[src/rtl/usb_fs_nb_in_ep_supply.sv]
// Per-endpoint IN packet supplier for the non-buffered USB full-speed IN
// protocol engine. Software commits packet descriptors (buffer id, size,
// ready) per endpoint; the engine fetches bytes by offset from the shared
// packet SRAM, then retires the packet (good end) or keeps it for resend
// (rollback). A USB bus reset cancels every ready packet into a pending flag.
//
// Strobe semantics: every *_we / *_starting / *_end / *_rollback / *_reset
// input is a single-cycle strobe, sampled on the rising clock edge, with no
// back-pressure. cfg_err_o and pkt_sent_o are one-cycle pulses that are
// asserted in the cycle after the strobe that caused them.
module usb_fs_nb_in_ep_supply #(
  parameter int NumInEps         = 12,
  parameter int MaxInPktSizeByte = 32,
  parameter int NumBuffers       = 32,
  localparam int PktW = $clog2(MaxInPktSizeByte),
  localparam int BufW = $clog2(NumBuffers)
) (
  input  logic                 clk_48mhz_i,
  input  logic                 rst_i,
  input  logic                 link_reset_i,
  input  logic                 cfg_we_i,
  input  logic [3:0]           cfg_ep_i,
  input  logic [BufW-1:0]      cfg_buffer_i,
  input  logic [PktW:0]        cfg_size_i,
  input  logic                 cfg_rdy_i,
  output logic                 cfg_err_o,
  output logic [NumInEps-1:0]  ep_rdy_o,
  output logic [NumInEps-1:0]  ep_sent_o,
  output logic [NumInEps-1:0]  ep_pend_o,
  input  logic [NumInEps-1:0]  sent_clr_i,
  input  logic [NumInEps-1:0]  pend_clr_i,
  input  logic                 in_xact_starting_i,
  input  logic [3:0]           in_xact_start_ep_i,
  input  logic [3:0]           in_ep_current_i,
  input  logic                 in_ep_rollback_i,
  input  logic                 in_ep_xact_end_i,
  input  logic [PktW-1:0]      in_ep_get_addr_i,
  output logic [NumInEps-1:0]  in_ep_has_data_o,
  output logic [7:0]           in_ep_data_o,
  output logic [NumInEps-1:0]  in_ep_data_done_o,
  output logic                 mem_req_o,
  output logic [BufW+PktW-1:0] mem_addr_o,
  input  logic [7:0]           mem_rdata_i,
  output logic                 pkt_sent_o,
  output logic [3:0]           pkt_sent_ep_o
);

  localparam logic [3:0] EpLimit = 4'(NumInEps);
  localparam logic [PktW:0] MaxSize = (PktW+1)'(MaxInPktSizeByte);

  logic [BufW-1:0] buf_q [NumInEps];
  logic [BufW-1:0] buf_d [NumInEps];
  logic [PktW:0]   size_q [NumInEps];
  logic [PktW:0]   size_d [NumInEps];
  logic [NumInEps-1:0] rdy_q, rdy_d;
  logic [NumInEps-1:0] busy_q, busy_d;
  logic [NumInEps-1:0] sent_q, sent_d;
  logic [NumInEps-1:0] pend_q, pend_d;
  logic       cfg_err_q, cfg_err_d;
  logic       pkt_sent_q, pkt_sent_d;
  logic [3:0] pkt_sent_ep_q, pkt_sent_ep_d;

  logic          cfg_ok, cur_ok, start_ok;
  logic [PktW:0] size_sat;

  assign cfg_ok   = cfg_ep_i < EpLimit;
  assign cur_ok   = in_ep_current_i < EpLimit;
  assign start_ok = in_xact_start_ep_i < EpLimit;
  assign size_sat = (cfg_size_i > MaxSize) ? MaxSize : cfg_size_i;

  // Next-state: link reset dominates; otherwise start, config write and
  // transaction end/rollback are applied in that order so end/rollback win.
  always_comb begin
    buf_d         = buf_q;
    size_d        = size_q;
    rdy_d         = rdy_q;
    busy_d        = busy_q;
    sent_d        = sent_q & ~sent_clr_i;
    pend_d        = pend_q & ~pend_clr_i;
    cfg_err_d     = 1'b0;
    pkt_sent_d    = 1'b0;
    pkt_sent_ep_d = pkt_sent_ep_q;
    if (link_reset_i) begin
      pend_d = pend_q | rdy_q;
      rdy_d  = '0;
      busy_d = '0;
    end else begin
      // busy follows the pre-write rdy, so a same-cycle write cannot arm it
      if (in_xact_starting_i && start_ok && rdy_q[in_xact_start_ep_i]) begin
        busy_d[in_xact_start_ep_i] = 1'b1;
      end
      if (cfg_we_i) begin
        if (cfg_ok && !busy_q[cfg_ep_i]) begin
          buf_d[cfg_ep_i]  = cfg_buffer_i;
          size_d[cfg_ep_i] = size_sat;
          rdy_d[cfg_ep_i]  = cfg_rdy_i;
        end else begin
          cfg_err_d = 1'b1;
        end
      end
      if (cur_ok && (in_ep_xact_end_i || in_ep_rollback_i)) begin
        busy_d[in_ep_current_i] = 1'b0;
        if (in_ep_xact_end_i) begin
          rdy_d[in_ep_current_i]  = 1'b0;
          sent_d[in_ep_current_i] = 1'b1;
          pkt_sent_d              = 1'b1;
          pkt_sent_ep_d           = in_ep_current_i;
        end
      end
    end
  end

  // State registers with synchronous reset.
  always_ff @(posedge clk_48mhz_i) begin
    if (rst_i) begin
      buf_q         <= '{default: '0};
      size_q        <= '{default: '0};
      rdy_q         <= '0;
      busy_q        <= '0;
      sent_q        <= '0;
      pend_q        <= '0;
      cfg_err_q     <= 1'b0;
      pkt_sent_q    <= 1'b0;
      pkt_sent_ep_q <= 4'd0;
    end else begin
      buf_q         <= buf_d;
      size_q        <= size_d;
      rdy_q         <= rdy_d;
      busy_q        <= busy_d;
      sent_q        <= sent_d;
      pend_q        <= pend_d;
      cfg_err_q     <= cfg_err_d;
      pkt_sent_q    <= pkt_sent_d;
      pkt_sent_ep_q <= pkt_sent_ep_d;
    end
  end

  // Offset-reached flags; a size of 0 reports done at offset 0.
  always_comb begin
    in_ep_data_done_o = '0;
    for (int i = 0; i < NumInEps; i++) begin
      in_ep_data_done_o[i] = ({1'b0, in_ep_get_addr_i} >= size_q[i]);
    end
  end

  // Fetch path: SRAM address from the current endpoint's buffer; data is
  // passed through unregistered and lands one cycle after its offset.
  always_comb begin
    mem_req_o  = 1'b0;
    mem_addr_o = {{BufW{1'b0}}, in_ep_get_addr_i};
    if (cur_ok) begin
      mem_req_o  = rdy_q[in_ep_current_i];
      mem_addr_o = {buf_q[in_ep_current_i], in_ep_get_addr_i};
    end
  end

  // End and rollback of the same transaction are mutually exclusive.
  always_ff @(posedge clk_48mhz_i) begin
    if (!rst_i) begin
      assert (!(in_ep_xact_end_i && in_ep_rollback_i));
    end
  end

  assign in_ep_data_o     = mem_rdata_i;
  assign in_ep_has_data_o = rdy_q;
  assign ep_rdy_o         = rdy_q;
  assign ep_sent_o        = sent_q;
  assign ep_pend_o        = pend_q;
  assign cfg_err_o        = cfg_err_q;
  assign pkt_sent_o       = pkt_sent_q;
  assign pkt_sent_ep_o    = pkt_sent_ep_q;

endmodule
[config.mk]
export PLATFORM = sky130hd
export DESIGN_NAME = usb_fs_nb_in_ep_supply
export DESIGN_NICKNAME = d
export VERILOG_FILES = /design/src/rtl/usb_fs_nb_in_ep_supply.sv
export SDC_FILE = /design/constraint.sdc
export NUM_CORES = 1
export LEC_CHECK = 0
export BUFFER_PORTS_ARGS = -buffer_cell sky130_fd_sc_hd__buf_2
export CORE_MARGIN = 8
export CORE_UTILIZATION = 25
export CTS_BUF_LIST = sky130_fd_sc_hd__clkbuf_8
export DETAILED_ROUTE_END_ITERATION = 8
export PLACE_DENSITY = 0.39
export RECOVER_POWER = 50
export SYNTH_ARGS = -nofsm -noshare
export SYNTH_HDL_FRONTEND = slang
export SYNTH_SLANG_ARGS = --single-unit
[constraint.sdc]
create_clock -name clk_48mhz_i -period 1.8 [get_ports clk_48mhz_i]
set_clock_uncertainty 0.2 [all_clocks]
set_input_delay 0.18 -clock clk_48mhz_i [delete_from_list [all_inputs] [get_ports clk_48mhz_i]]
set_output_delay 0.18 -clock clk_48mhz_i [all_outputs]
set_load 0.05 [all_outputs]
==> impl_metrics.json <==
{
  "worstMarginPinSlew_ns": 1.15,
  "synthToLayoutAreaGrowth_pct": 35.1,
  "cts_root_buffer": "clkbuf_8",
  "met3_length_mm": 1.07,
  "drv_slew": 0,
  "wl_per_cell_um": 16.9,
  "synthArstFlopShare_pct": 0,
  "period_share_pct": 122,
  "synthFlopType": "dfxtp_1",
  "multi_input_area_um2": 5650,
  "top_layer": "met4",
  "yosysTopAreaCell": "dfxtp_1",
  "p_leak_nw": 5.61,
  "clock_latency_ns": 0.49,
  "final-hold-violation-count": 0,
  "fin_tns_setup_ns": -7.72,
  "status": "complete, but fails checks",
  "rsz0062_at_grt": "yes",
  "design_area_um2": 12800,
  "fillers": 3899,
  "chipWidth_um": 211,
  "ant_nets": 0,
  "cts_tree": "done",
  "cp.required_ns": 1.42,
  "grt.total_usage_pct": 13.2,
  "route.met2.wl_mm": 14.0,
  "cts_made_buffers": 17,
  "synthTopCellsByArea": "dfxtp_1, mux2i_1, ha_1",
  "period_needed_ns": 2.19,
  "syn_area_um2": 9490,
  "power_density_nw_per_um2": 652,
  "wl_mm": 29.1,
  "drtIter0Drc": 418,
  "worstPathMaxFanout": 2,
  "cts.clk_slew.worst_paths_ns": 0.09,
  "holdWs_ns": 0.0300,
  "dpl_cell_area_um2": 11400,
  "io_pins": 153,
  "die_area_um2": 44500,
  "coreArea_um2": 37600,
  "setup_ws_ns": -0.392,
  "gp_congestion": 0.774,
  "die_h_um": 211,
  "worst_setup_path_end_kind": "primary output",
  "grt_pass1_wl_mm": 45.8,
  "start_util_pct": 25.3,
  "dp_slack_ns": -0.360,
  "final_util_pct": 34.1,
  "synth_enable_flop_cells": 0,
  "wl_met1_mm": 13.8,
  "seq_area_um2": 3770,
  "rows": 71,
  "violations": "negative setup slack",
  "cap_violations": 0,
  "syn_nets": 1124,
  "diodes": 0,
  "vias": 7704,
  "syn_avg_cell_area_um2": 9.53,
  "fin_nets": 1331,
  "hpwl_mm": 20.6,
  "antenna_found_initial": 0,
  "synth.yosys.seq_area_share_pct": 39.2,
  "clock_sinks": 186,
  "finalSetupViolations": 25,
  "vias_per_cell": 4.46,
  "dr.pass1.iters": 5,
  "fmax_mhz": 456,
  "cts_buffer_depth": 2,
  "layout_commonest_cell": "nor2_1",
  "port_buffers": 136,
  "ys_types": 43,
  "slew_headroom_pct": 22.9,
  "cp-start-kind": "flop",
  "ys.warnings.count": 0,
  "crit_arrival_ns": 1.81,
  "synth_seq_cells": 186,
  "drive_gt1_share_pct": 31.3,
  "drcViolationCount": 0,
  "htreeDepth": 4,
  "grt_max_degree": 86,
  "critical_path_class": "flop to primary output",
  "hold_path_class": "input pin to flop",
  "final_cell_mix": "nor2_1, mux2i_1, dfxtp_1",
  "vdd_drop_max_mv": 0.438,
  "synth_top_area_share_pct": 39.2,
  "overflow": 0,
  "grt_pass1_vias": 7741,
  "syn_inst": 996
}
[flip-flops by register name (all words and copies together), names as in the netlist]
name / flops
buf_q: 60
size_q: 72
pkt_sent_ep_o: 4
ep_rdy_o: 12
ep_pend_o: 12
busy_q: 12
pkt_sent_o: 1
cfg_err_o: 1
ep_sent_o: 12
[logic make-up after synthesis]
group                      count (synthesis)  share of synthesized area, %
DFF                                      186                          39.2
and+or+nand+nor                          304                          16.3
AOI/OAI and AO/OA                        121                          7.88
muxes                                    174                          21.2
buffers and inverters                    151                          7.49
adders and majority gates                 60                          7.91
[synthesized netlist by cell type, types with 2 or more instances]
library cell and n:
dfxtp_1 186, nor2_1 161, mux2i_1 152, inv_1 61
ha_1 60, a21oi_1 44, clkbuf_1 40, buf_4 29
o21ai_0 29, nand2b_1 28, nand3b_1 22, mux4_2 21
nand2_1 21, nor2b_1 21, buf_2 16, a21o_1 13
nor3_1 11, o221ai_1 11, nand3_1 9, a311oi_1 8
a22oi_1 7, a211oi_1 5, and4bb_2 5, nand4b_1 4
a31oi_1 3, buf_1 3, nand4_1 3, nor3b_1 3
nor3b_2 3, and3b_1 2, and4b_1 2, buf_6 2
[layout make-up]
type	instances	area share [%]
Sequential cell	186	29.4
Multi-Input combinational cell	659	44.1
Inverter	61	1.81
Clock inverter	13	1.20
Timing Repair Buffer	278	16.5
Clock buffer	19	2.04
Tap cell	511	4.98
[final timing paths]
path,to,cells past startpoint,slack (ns),startpoint
max,in_ep_data_done_o[5],6,-0.39,size_q[36]
min,size_q[55],3,0.03,rst_i
max reg2reg,busy_q[8],5,0.06,ep_rdy_o[10]
min reg2reg,ep_sent_o[2],2,0.26,ep_sent_o[2]
[layer usage]
| metal | vias up | global-route usage (%) |
|---|---|---|
| li1 | 3841 | - |
| met1 | 3723 | 17.8 |
| met2 | 126 | 21.4 |
| met3 | 14 | 2.83 |
| met4 | 0 | 3.09 |
| met5 | - | 0 |
[stage by stage]
stage | instances | total power [mW]
floorplan | 996 | 4.93
global placement | 1638 | 5.29
detailed placement | 1638 | 5.30
CTS | 1727 | 8.55
global route | 1727 | 8.81
finish | 1727 | 8.36
[timing repair]
item | 4_1_cts | 5_1_grt
resized for setup | 88 | 43
pin swaps | 38 | 36
cloned | 0 | 0
hold buffers | 55 | 0
hold endpoints to repair | 108 | 0
endpoints found under the setup margin | 18 | 38
setup buffers | 2 | 0
[critical path, cell delays in order, from the launching register on]
cell and delay, ns:
dfxtp_2 0.36, ha_4 0.19, nand2b_4 0.13, a21o_1 0.16
a21oi_2 0.19, o221ai_4 0.13, buf_8 0.17
[report_power, final]
group	internal (mW)	switching [mW]
sequential	4.14	0.0164
clock	1.44	1.60
combinational	0.488	0.684
total	6.06	2.30
(Power assumes the default switching activity.)
